$ cat config.mk
export PLATFORM = sky130hd
export DESIGN_NAME = serial_frame_rx_flat
export DESIGN_NICKNAME = d
export VERILOG_FILES = /design/src/rtl/serial_frame_rx_if.sv /design/src/rtl/serial_frame_rx.sv /design/src/flat_wrapper.sv
export SDC_FILE = /design/constraint.sdc
export NUM_CORES = 1
export LEC_CHECK = 0
export CORE_ASPECT_RATIO = 1.75
export CORE_MARGIN = 3
export CORE_UTILIZATION = 40
export CTS_BUF_LIST = sky130_fd_sc_hd__clkbuf_16
export DETAILED_ROUTE_END_ITERATION = 8
export PLACE_DENSITY = 0.56
export SKIP_CTS_REPAIR_TIMING = 1
export SLEW_MARGIN = 10
export SYNTH_ARGS = -nofsm -noshare
export SYNTH_HDL_FRONTEND = slang
export SYNTH_SLANG_ARGS = --single-unit
$ cat constraint.sdc
create_clock -name clk -period 2.7 [get_ports clk]
set_input_delay 0.54 -clock clk [delete_from_list [all_inputs] [get_ports clk]]
set_output_delay 0.54 -clock clk [all_outputs]
set_load 0.01 [all_outputs]
$ cat src/rtl/serial_frame_rx_if.sv
// Bus bundle for serial_frame_rx: serial frame input, valid/ready word output
// and status. master is the receiver side, slave is the driver/consumer side.
interface serial_frame_rx_if #(
  parameter int WIDTH = 8,
  parameter int DEPTH = 4
);
  localparam int LW = $clog2(DEPTH) + 1;

  logic             serial_in;
  logic             start_in;
  logic [WIDTH-1:0] data_out;
  logic             valid_out;
  logic             ready_in;
  logic [LW-1:0]    level;
  logic             frame_err;
  logic             overflow;
  logic             clr_ovf;

  modport master (
    input  serial_in, start_in, ready_in, clr_ovf,
    output data_out, valid_out, level, frame_err, overflow
  );

  modport slave (
    output serial_in, start_in, ready_in, clr_ovf,
    input  data_out, valid_out, level, frame_err, overflow
  );
endinterface

$ cat src/rtl/serial_frame_rx.sv
// Framed serial deserializer: rebuilds MSB-first WIDTH-bit words, flags
// mid-frame restarts and queues completed words in a DEPTH-entry FIFO.
module serial_frame_rx #(
  parameter int WIDTH = 8,
  parameter int DEPTH = 4
) (
  input  logic            clk,
  input  logic            rst,
  serial_frame_rx_if.master bus
);
  localparam int CW = $clog2(WIDTH);
  localparam int AW = $clog2(DEPTH);
  localparam int LW = AW + 1;

  typedef enum logic {IDLE, SHIFT} state_e;

  state_e           state_q, state_d;
  logic [CW-1:0]    cnt_q, cnt_d;
  logic [WIDTH-1:0] sh_q, sh_d;
  logic [WIDTH-1:0] word;
  logic             push;
  logic             frame_err_q, frame_err_d;
  logic             overflow_q, overflow_d;

  logic [WIDTH-1:0] mem_q [DEPTH];
  logic [WIDTH-1:0] mem_d [DEPTH];
  logic [AW-1:0]    wp_q, wp_d, rp_q, rp_d;
  logic [LW-1:0]    lvl_q, lvl_d;
  logic             pop, full, wr_en;

  // Bits enter at the LSB, so after WIDTH samples the first bit sits at the MSB.
  assign word = {sh_q[WIDTH-2:0], bus.serial_in};

  always_comb begin
    state_d     = state_q;
    cnt_d       = cnt_q;
    sh_d        = sh_q;
    push        = 1'b0;
    frame_err_d = 1'b0;
    unique case (state_q)
      IDLE: begin
        if (bus.start_in) begin
          sh_d    = {{(WIDTH-1){1'b0}}, bus.serial_in};
          cnt_d   = CW'(1);
          state_d = SHIFT;
        end
      end
      SHIFT: begin
        if (bus.start_in) begin
          // Restart wins even on the final bit: the partial word is discarded.
          sh_d        = {{(WIDTH-1){1'b0}}, bus.serial_in};
          cnt_d       = CW'(1);
          frame_err_d = 1'b1;
        end else if (cnt_q == CW'(WIDTH-1)) begin
          sh_d    = word;
          cnt_d   = '0;
          push    = 1'b1;
          state_d = IDLE;
        end else begin
          sh_d  = word;
          cnt_d = cnt_q + 1'b1;
        end
      end
      default: state_d = IDLE;
    endcase
  end

  always_comb begin
    pop   = (lvl_q != '0) && bus.ready_in;
    full  = (lvl_q == LW'(DEPTH));
    wr_en = push && (!full || pop);
    mem_d = mem_q;
    wp_d  = wp_q;
    rp_d  = rp_q;
    if (wr_en) begin
      mem_d[wp_q] = word;
      wp_d        = wp_q + 1'b1;
    end
    if (pop) rp_d = rp_q + 1'b1;
    lvl_d = lvl_q + LW'(wr_en) - LW'(pop);
    overflow_d = overflow_q;
    if (push && full && !pop) overflow_d = 1'b1;
    else if (bus.clr_ovf)     overflow_d = 1'b0;
  end

  always_ff @(posedge clk) begin
    if (rst) begin
      state_q     <= IDLE;
      cnt_q       <= '0;
      sh_q        <= '0;
      frame_err_q <= 1'b0;
      overflow_q  <= 1'b0;
      wp_q        <= '0;
      rp_q        <= '0;
      lvl_q       <= '0;
      for (int i = 0; i < DEPTH; i++) mem_q[i] <= '0;
    end else begin
      state_q     <= state_d;
      cnt_q       <= cnt_d;
      sh_q        <= sh_d;
      frame_err_q <= frame_err_d;
      overflow_q  <= overflow_d;
      wp_q        <= wp_d;
      rp_q        <= rp_d;
      lvl_q       <= lvl_d;
      mem_q       <= mem_d;
    end
  end

  // Head is forced to zero while empty so stale entries never show.
  assign bus.data_out  = (lvl_q != '0) ? mem_q[rp_q] : '0;
  assign bus.valid_out = (lvl_q != '0);
  assign bus.level     = lvl_q;
  assign bus.frame_err = frame_err_q;
  assign bus.overflow  = overflow_q;
endmodule
$ cat src/flat_wrapper.sv
// flat-port wrapper written by rule: the top's interface ports become plain ports
module serial_frame_rx_flat 
#(
  parameter int WIDTH = 8,
  parameter int DEPTH = 4
)
  (clk, rst, bus_serial_in, bus_start_in, bus_ready_in, bus_clr_ovf, bus_data_out, bus_valid_out, bus_level, bus_frame_err, bus_overflow);
  serial_frame_rx_if #(.WIDTH(WIDTH), .DEPTH(DEPTH)) bus_i ();
  input  logic clk;
  input  logic rst;
  input wire logic [$bits(bus_i.serial_in)-1:0] bus_serial_in;
  input wire logic [$bits(bus_i.start_in)-1:0] bus_start_in;
  input wire logic [$bits(bus_i.ready_in)-1:0] bus_ready_in;
  input wire logic [$bits(bus_i.clr_ovf)-1:0] bus_clr_ovf;
  output wire logic [$bits(bus_i.data_out)-1:0] bus_data_out;
  output wire logic [$bits(bus_i.valid_out)-1:0] bus_valid_out;
  output wire logic [$bits(bus_i.level)-1:0] bus_level;
  output wire logic [$bits(bus_i.frame_err)-1:0] bus_frame_err;
  output wire logic [$bits(bus_i.overflow)-1:0] bus_overflow;
  assign bus_i.serial_in = bus_serial_in;
  assign bus_i.start_in = bus_start_in;
  assign bus_i.ready_in = bus_ready_in;
  assign bus_i.clr_ovf = bus_clr_ovf;
  assign bus_data_out = bus_i.data_out;
  assign bus_valid_out = bus_i.valid_out;
  assign bus_level = bus_i.level;
  assign bus_frame_err = bus_i.frame_err;
  assign bus_overflow = bus_i.overflow;
  serial_frame_rx #(.WIDTH(WIDTH), .DEPTH(DEPTH)) u_core (.clk(clk), .rst(rst), .bus(bus_i));
endmodule
---- After elaboration in Yosys (flattened, before gate mapping) ----
Cells that the tools add are included.
W data, S select, Z words.
word-level totals
  bits in read-only memories .............. 0
  memories kept ........................... 0
  register bits after elaboration ......... 52
  logic and storage cells ................. 60
  bits in latches ......................... 0
  RAM bits ................................ 0
  input bits .............................. 6
cells by class
  shift-type cells ........................ 0
  order comparisons ....................... 3
  div/mod/pow operators ................... 0
  multiplexer cells ....................... 23
  reduce and logical (&&, ||, !) cells .... 11
  bitwise logic cells ..................... 3
  equality and inequality tests ........... 3
  multipliers ............................. 0
  $add $sub $neg .......................... 5
operators by type and width
  operator               count
  $bwmux W32             1
  $mux W8                4
  $bmux W8 S2            1
  $demux W8 S2           1
  $mux W7                2
  $pmux W7 S2            1
  $mux W3                3
  $mux W1                8
  $eq A3 B3 Y1 const B   2
  $ge A3 B3 Y1 const B   2
  $not A2 Y3             2
  $pmux W3 S2            1
  $logic_and A1 B1 Y1    5
  $add A2 B1 Y2 const B  2
  $add A3 B1 Y3          1
  $add A3 B1 Y3 const B  1
  $lt A3 B1 Y1 const B   1
  $reduce_bool A3 Y1     1
  $sub A3 B1 Y3          1
  $logic_not A1 Y1       2
  $ne A2 B2 Y1 const B   1
  $pmux W1 S2            1
  $reduce_bool A2 Y1     1
  $reduce_or A2 Y1       1
  2 further kinds        2

---- Depth between registers and ports, before layout ----
Gate-level depths: netlist of the first run.
  depth in word-level cells ............... 7
  depth in mapped cells ................... 11
  mapped depth without buffers ............ 10

---- Worst setup path after synthesis of the first run ----
No wires, ideal clock.
  kind .................................... input to register
  from .................................... in bus_ready_in
  to ...................................... reg u_core.lvl_q[2], in the netlist u_core.bus.level[2]
  slack ................................... 0.460 ns
  library setup time ...................... 0.132 ns
  stages on the path ...................... 9
  buffers on the path ..................... 1
  arrival ................................. 2.108 ns
  cells stage by stage .................... or4b_1 > buf_6 > and2_2 > ha_1 > inv_1 > fa_1 > xor2_1 > and2_1 > nor3_1
on the way
  word-level cells in the longest chain between the ends .. 5
ends and longest elaborated chain
  item                  RTL line                RTL
  start, declared       flat_wrapper.sv:13      input wire logic [$bits(bus_i.ready_in)-1:0] bus_ready_in;
  $logic_and A1 B1 Y1   serial_frame_rx.sv:69   pop = (lvl_q != '0) && bus.ready_in;
  $logic_or A1 B1 Y1    serial_frame_rx.sv:71   wr_en = push && (!full || pop);
  $logic_and A1 B1 Y1   serial_frame_rx.sv:71
  net u_core.wr_en      serial_frame_rx.sv:29   logic pop, full, wr_en;
  $add A3 B1 Y3         serial_frame_rx.sv:80   lvl_d = lvl_q + LW'(wr_en) - LW'(pop);
  $sub A3 B1 Y3         serial_frame_rx.sv:80
  end signal, assigned  serial_frame_rx.sv:105  lvl_q <= lvl_d;
  end, declared         serial_frame_rx.sv:28   logic [LW-1:0] lvl_q, lvl_d;
The timed path passes the listed nets, and every way through them passes these cells.
A chain may end at the register's enable or synchronous reset.

---- Worst setup path in the final report of the first run ----
  from .................................... reg u_core.rp_q[1]
  to ...................................... out bus_data_out[7]
on the way
  word-level cells in the longest chain between the ends .. 5
ends and longest elaborated chain
  item                                        RTL line                RTL
  start, declared                             serial_frame_rx.sv:27   logic [AW-1:0] wp_q, wp_d, rp_q, rp_d;
  start signal, assigned                      serial_frame_rx.sv:104  rp_q <= rp_d;
  $not A2 Y3 (implied by the code)            serial_frame_rx.sv:111  assign bus.data_out = (lvl_q != '0) ? mem_q[rp_q] : '0;
  $bmux W8 S2                                 serial_frame_rx.sv:111
  $mux W8 (implied by the code) (2 in a row)  serial_frame_rx.sv:111
  $mux W8                                     serial_frame_rx.sv:111
  end, declared                               flat_wrapper.sv:15      output wire logic [$bits(bus_i.data_out)-1:0] bus_data_out;
Every way passes these cells. The select of a mux whose other input is x is not followed.

==> results of run 1 <==
[final cells by class]
cell class	count	area [sq um]
clock inverters	2	12.5
multi-input cells	157	1290
repair buffers	27	263
clock buffers	5	125
flip-flops and latches	52	1040
well taps	78	97.6
fillers	560	3030
inverters	6	22.5
[routing by layer]
layer | vias to the layer above | routed length [microns] | GRT usage [%]
met3 | 6 | 86 | 2.16
li1 | 813 | - | -
met2 | 19 | 2290 | 24.3
met4 | 0 | 76 | 5.45
met1 | 749 | 2060 | 17.3
met5 | - | 0 | 0
[layout by cell type, fill, tap and decap left out, types with 2 or more instances in the layout]
cell and n:
buf_4 7, mux4_2 8, clkdlybuf4s50_1 19, o21ai_0 4, nand2b_1 41, xor2_1 2
nand3_2 3, nor2b_1 10, a21oi_1 3, nor3_1 2, mux2i_1 41, o31ai_1 2
inv_1 6, clkbuf_16 5, nand2_1 5, nor2_1 18, dfxtp_1 52, ha_1 7
[Yosys cell counts (3+ instances only)]
master,n,area share (%)
a21oi_1,3,0.62
buf_6,3,1.4
clkbuf_1,8,1.2
dfxtp_1,52,43
ha_1,7,3.6
inv_1,6,0.93
mux2i_1,41,17
mux4_2,8,7.4
nand2_1,5,0.77
nand2b_1,41,11
nand3_2,3,1.2
nor2_1,18,2.8
nor2b_1,10,2.6
o21ai_0,4,0.82
[cells by family (layout without fill, tap and decap cells)]
kind of cell / after synthesis / in the layout / synth area share (%)
buffers and inverters: 20 / 40 / 4.06
AOI/OAI and AO/OA: 10 / 10 / 2.52
adders and majority gates: 8 / 8 / 4.42
and+or+nand+nor: 88 / 88 / 21.2
DFF: 52 / 52 / 42.8
xor gates and xnor gates: 2 / 2 / 0.720
muxes: 49 / 49 / 24.3
[sequential cells by signal, summed over array words and instances, names as in the netlist]
name / flops
u_core.mem_q: 32
u_core.sh_q: 7
u_core.bus.level: 3
u_core.cnt_q: 3
u_core.rp_q: 2
u_core.wp_q: 2
u_core.bus.frame_err: 1
u_core.bus.overflow: 1
u_core.state_q: 1
[power groups by stage]
| stage | Combinational [W] | Sequential, W | Clock, W |
|---|---|---|---|
| 3_5_place_dp | 0.000367 | 0.000852 | 0 |
| 5_1_grt | 0.000402 | 0.000840 | 0.000657 |
| 2_1_floorplan | 0.000228 | 0.000847 | 0 |
| 6_report | 0.000356 | 0.000835 | 0.000612 |
| 3_3_place_gp | 0.000365 | 0.000852 | 0 |
| 4_1_cts | 0.000368 | 0.000834 | 0.000631 |
[stage by stage]
step	std cells	hold WS (ns)	power, W	area, sq um
floorplan	229	0.445	0.00107	2430
global route	327	0.493	0.00190	2850
detailed placement	320	0.462	0.00122	2720
global placement	320	0.458	0.00122	2720
finish	327	0.473	0.00180	2850
CTS	327	0.475	0.00183	2850
[critical path: cells and delay by family (launching register included)]
kind,cells,cell delay (ns)
buffers and inverters,1,0.47
DFF,1,0.61
muxes,1,0.55
and+or+nand+nor,1,0.13
[path summary, 6_finish.rpt]
| check | depth (start not counted) | end | start | slack [ns] |
|---|---|---|---|---|
| min reg2reg | 2 | u_core.mem_q[31] | u_core.mem_q[31] | 0.47 |
| min | 2 | u_core.mem_q[31] | u_core.mem_q[31] | 0.47 |
| max | 3 | bus_data_out[7] | u_core.rp_q[1] | 0.11 |
| max reg2reg | 10 | u_core.bus.level[2] | u_core.cnt_q[0] | 0.52 |
==> metrics.md, run 1 <==
| Metric | Value |
|---|---|
| Initial antenna violation count | `0` |
| Post-synth EDFFs | `0` |
| Initial drt markers | `57` |
| Initial Utilization | `between 40% and 50%` |
| # DRC | `0` |
| CTS max path bufs | `2` |
| # setup viols final | `0` |
| Largest net degree at the start of global routing | `46` |
| Max Cap Viol | `0` |
| CTS tree | `done` |
| Relative slew margins | `68.8%` |
| Final Max Tran Viols | `0` |
| Ys Warns | `0` |
| VDD IR max | `between 0.3 and 0.4 mV` |
| Syn nets | `243` |
| Wirelength, routed | `4510 microns` |
| Worst Slack Setup Final | `about 0.11 ns` |
| Crit path capture type | `output pin` |
| Crit-path cells | `mux4_2 -> nor2b_1 -> clkdlybuf4s50_1` |
| Post-synthesis cell type count | `30` |
| First-pass GRT wire length | `7710 microns` |
| Global placer's final weighted congestion | `0.745` |
| Final Cycle Share | `95.8%` |
| CTS H-tree lvls | `2` |
| Setup tns final | `0 ns` |
| Cts bufs inserted | `5` |
| Synth-to-Final Area Change | `17.3%` |
| Worst-margin pin slew | `~0.47 ns` |
| 1st-pass router iterations | `4` |
| Sw Share | `between 20 and 30%` |
| Grt ovf | `0` |
| ANT cells | `0` |
| Status | `completed` |
| Fin. Hold Viols | `0` |
| Ys async rst share | `0%` |
| Die height | `109 microns` |
| Vias in the first global route | `1610` |
| Die area | `7090 sq um` |
| IO Port Bufs | `19` |
| Die W | `around 65 microns` |
| Flop pwr share | `46.3%` |
| Root buffer selected by CTS | `clkbuf_16` |
| GRT Util Overall | `14.0%` |
| Fraction of layout cells with a size suffix above 1 | `12.0%` |
| Internal power | `0.00131 W` |
| HPWL Detailed | `3150 microns` |
| Cell Pwr Density | `632 nW/um^2` |
| Nets | `about 260` |
| Classification of the worst setup path | `flip-flop to output pin` |
| Psw | `roughly 0.00049 W` |
| Unrepaired setup endpoints after global routing | `no` |
| Ports | `20` |
| HP Class | `flip-flop to flip-flop` |
| Seq/Total Area, Yosys | `42.8%` |
| Sink Count | `52` |
| Critical Path Slowest Stage Cell | `dfxtp_1` |
| Seq cells post-synth | `52` |
| Worst endpoint required time | `approximately 2.2 ns` |
| Startpoint Class | `flip-flop` |
| Skew-Pair Late Insertion Delay | `0.28 ns` |
| Vias | `1587` |
| Routed WL per cell | `13.8 microns` |
| ANT nets after route | `0` |
| Arrival time worst endpoint | `2.05 ns` |
| Minimum clock period | `2.59 ns` |
| Fmax | `around 390 MHz` |
| Clock Pin Slew Worst Setup and Hold Paths | `0.07 ns` |
| Post-DR vias/cell | `4.85` |
| Std-Cell Rows | `37` |
| Dpl ws | `0.0281 ns` |
| Worst Skew | `between 0.004 and 0.005 ns` |
| Comb power frac | `around a fifth` |
| Core area | `5880 sq um` |
| Mapped Cells | `about 230` |
| Final Util | `48.5%` |
| Syn avg cell area | `10.6 sq um` |
| P_leak | `1.17 nW` |
| CP max FO | `9` |
| Synth Flop Type | `dfxtp_1` |
| CP peak stage delay | `0.61 ns` |
| Synth Cell Area | `~2400 sq um` |
| Clk pwr share | `34.0%` |
No activity file was read; power rests on OpenSTA's default activity.
==> run 2, diff against run 1 <==
--- a/config.mk
+++ b/config.mk
@@ -10,6 +10,7 @@
 export CORE_UTILIZATION = 40
 export CTS_BUF_LIST = sky130_fd_sc_hd__clkbuf_16
 export DETAILED_ROUTE_END_ITERATION = 8
+export HOLD_SLACK_MARGIN = 0.06
 export PLACE_DENSITY = 0.56
 export SKIP_CTS_REPAIR_TIMING = 1
 export SLEW_MARGIN = 10
==> results of run 2 <==
The final DEF is identical to that of run 1; final timing and power are the same.
==> run 3, diff against run 2 <==
--- a/config.mk
+++ b/config.mk
@@ -7,11 +7,11 @@
 export LEC_CHECK = 0
 export CORE_ASPECT_RATIO = 1.75
 export CORE_MARGIN = 3
-export CORE_UTILIZATION = 40
+export CORE_UTILIZATION = 45
 export CTS_BUF_LIST = sky130_fd_sc_hd__clkbuf_16
 export DETAILED_ROUTE_END_ITERATION = 8
 export HOLD_SLACK_MARGIN = 0.06
-export PLACE_DENSITY = 0.56
+export PLACE_DENSITY = 0.61
 export SKIP_CTS_REPAIR_TIMING = 1
 export SLEW_MARGIN = 10
 export SYNTH_ARGS = -nofsm -noshare
==> run 3 against run 2 <==
Against the previous run: critical endpoint is now bus_data_out[1]; largest power group unchanged; highest routed layer unchanged; sequential share of layout area grew 0.25 points; clock-buffer cell count is the same; global-route usage grew 1.6 points; clock power grew 13%; non-clock buffer count is the same; sequential power is essentially flat.
==> metrics.md, run 3 (synthesized netlist as in run 1, its figures left out) <==
| Metric | Value |
|---|---|
| Commonest non-fill, non-tap cell in the layout | `dfxtp_1` |
| Std-Cell Rows | `34` |
| Fin. Hold Viols | `0` |
| Reg2Reg Setup Slack | `approximately 0.53 ns` |
| Reg-to-reg critical path startpoint | `u_core.cnt_q[0]` |
| Routed WL per cell | `approximately 14 microns` |
| FF-to-FF path depth | `10` |
| CTS max path bufs | `2` |
| Most flop-heavy register | `u_core.mem_q` |
| Final Cycle Share | `92.7%` |
| HP Class | `flip-flop to flip-flop` |
| Vias | `1564` |
| Post-DR vias/cell | `5.14` |
| CP max FO | `10` |
| Root buffer selected by CTS | `clkbuf_16` |
| Skew-Pair Late Insertion Delay | `0.28 ns` |
| P_leak | `1.17 nW` |
| # setup viols final | `0` |
| Vias in the first global route | `1545` |
| Initial drt markers | `46` |
| Max Cap Viol | `0` |
| Fmax | `400 MHz` |
| Comb power frac | `around a fifth` |
| First-pass GRT wire length | `about 7400 microns` |
| IO Port Bufs | `19` |
| Die W | `61.6 microns` |
| Relative slew margins | `71.7%` |
| Wirelength, routed | `4350 microns` |
| GRT Util Overall | `15.6%` |
| Most frequent cells in the layout | `51 x dfxtp_1, 41 x mux2i_1, 41 x nand2b_1` |
| Die height | `103 microns` |
| Global placer's final weighted congestion | `~0.74` |
| Sw Share | `roughly a quarter` |
| Grt ovf | `0` |
| Status | `completed` |
| Fraction of layout cells with a size suffix above 1 | `approximately an eighth` |
| Hold_ws | `between 0.4 and 0.5 ns` |
| Unrepaired setup endpoints after global routing | `no` |
| Startpoint Class | `flip-flop` |
| Regs by FF count | `u_core.mem_q (32), u_core.sh_q (7)` |
| GR Layer Usage met3 | `3.98%` |
| Worst-margin pin slew | `0.420 ns` |
| Psw | `0.000479 W` |
| # DRC | `0` |
| Synth-to-Final Area Change | `16.7%` |
| Flop pwr share | `between 40% and 50%` |
| Cell Pwr Density | `663 nW/um^2` |
| Nets | `around 260` |
| CTS tree | `done` |
| HPWL Detailed | `approximately 3000 microns` |
| ANT cells | `0` |
| Internal power | `0.00140 W` |
| Worst Skew | `0.00335 ns` |
| Reg2reg end | `u_core.bus.level[2]` |
| Initial Utilization | `47.6%` |
| Cts bufs inserted | `5` |
| Largest net degree at the start of global routing | `35` |
| Minimum clock period | `2.50 ns` |
| Busiest grt layer | `met2` |
| Setup crit end | `bus_data_out[1]` |
| Met1 usage | `20.1%` |
| Crit path capture type | `output pin` |
| 1st-pass router iterations | `4` |
| Clk pwr share | `36.9%` |
| Arrival time worst endpoint | `between 1.5 and 2 ns` |
| Initial antenna violation count | `0` |
| Met2 Usage GRT | `between 20 and 30%` |
| VDD IR max | `0.514 mV` |
| Crit path launch | `u_core.rp_q[0]` |
| Number of flip-flops in the largest register | `32` |
| Setup tns final | `0 ns` |
| Sink Count | `52` |
| Classification of the worst setup path | `flip-flop to output pin` |
| Die area | `between 6000 and 7000 sq um` |
| Core area | `5100 sq um` |
| CTS H-tree lvls | `2` |
| Final Max Tran Viols | `0` |
| Worst endpoint required time | `2.16 ns` |
| ANT nets after route | `0` |
| Clock Pin Slew Worst Setup and Hold Paths | `0.06 ns` |
| Ports | `20` |
## run 3: per-stage QoR
step	std cells	power, W	worst slack (ns)	util [%]	area (sq um)
2_1_floorplan	229	0.00107	0.460	-	2430
5_1_grt	304	0.00197	0.110	55.6	2840
4_1_cts	304	0.00191	0.0514	55.6	2840
3_5_place_dp	296	0.00122	0.0413	52.4	2670
6_report	304	0.00188	0.197	55.6	2840
3_3_place_gp	296	0.00121	0.0598	52.4	2670
## run 3: power by group through the flow
stage / sequential, W / combinational, W / clock (W)
after floorplan: 0.000847 / 0.000228 / 0
after global placement: 0.000854 / 0.000359 / 0
after detailed placement: 0.000854 / 0.000362 / 0
after CTS: 0.000836 / 0.000363 / 0.000713
after global routing: 0.000841 / 0.000388 / 0.000745
final: 0.000835 / 0.000351 / 0.000694
## run 3: layout make-up
| cell class | count | area [sq um] |
|---|---|---|
| Inverter | 6 | 22.5 |
| Timing Repair Buffer | 27 | 250 |
| Sequential cell | 52 | 1040 |
| Multi-Input combinational cell | 157 | 1290 |
| Fill cell | 457 | 2270 |
| Clock buffer | 5 | 125 |
| Clock inverter | 3 | 37.5 |
| Tap cell | 54 | 67.6 |
## run 3: per-layer routing
metal,vias to the layer above,wire (microns)
li1,814,-
met1,724,2050
met2,19,2130
met3,7,114
met4,0,64
met5,-,0
## run 3: critical path, cell delays in order, from the launching register on
cell and delay (ns):
dfxtp_1 0.31, buf_4 0.23, mux4_2 0.53, nor2b_1 0.14
clkdlybuf4s50_1 0.47
## run 3: worst min path at each step
stage                     cells past startpoint                to              from
after global placement                        2  u_core.mem_q[20]  u_core.mem_q[20]
after floorplan                               2    u_core.sh_q[0]    u_core.sh_q[0]
after detailed placement                      2  u_core.mem_q[23]  u_core.mem_q[23]
after CTS                                     2  u_core.mem_q[23]  u_core.mem_q[23]
after global routing                          2  u_core.mem_q[30]  u_core.mem_q[30]
final                                         2  u_core.mem_q[22]  u_core.mem_q[22]
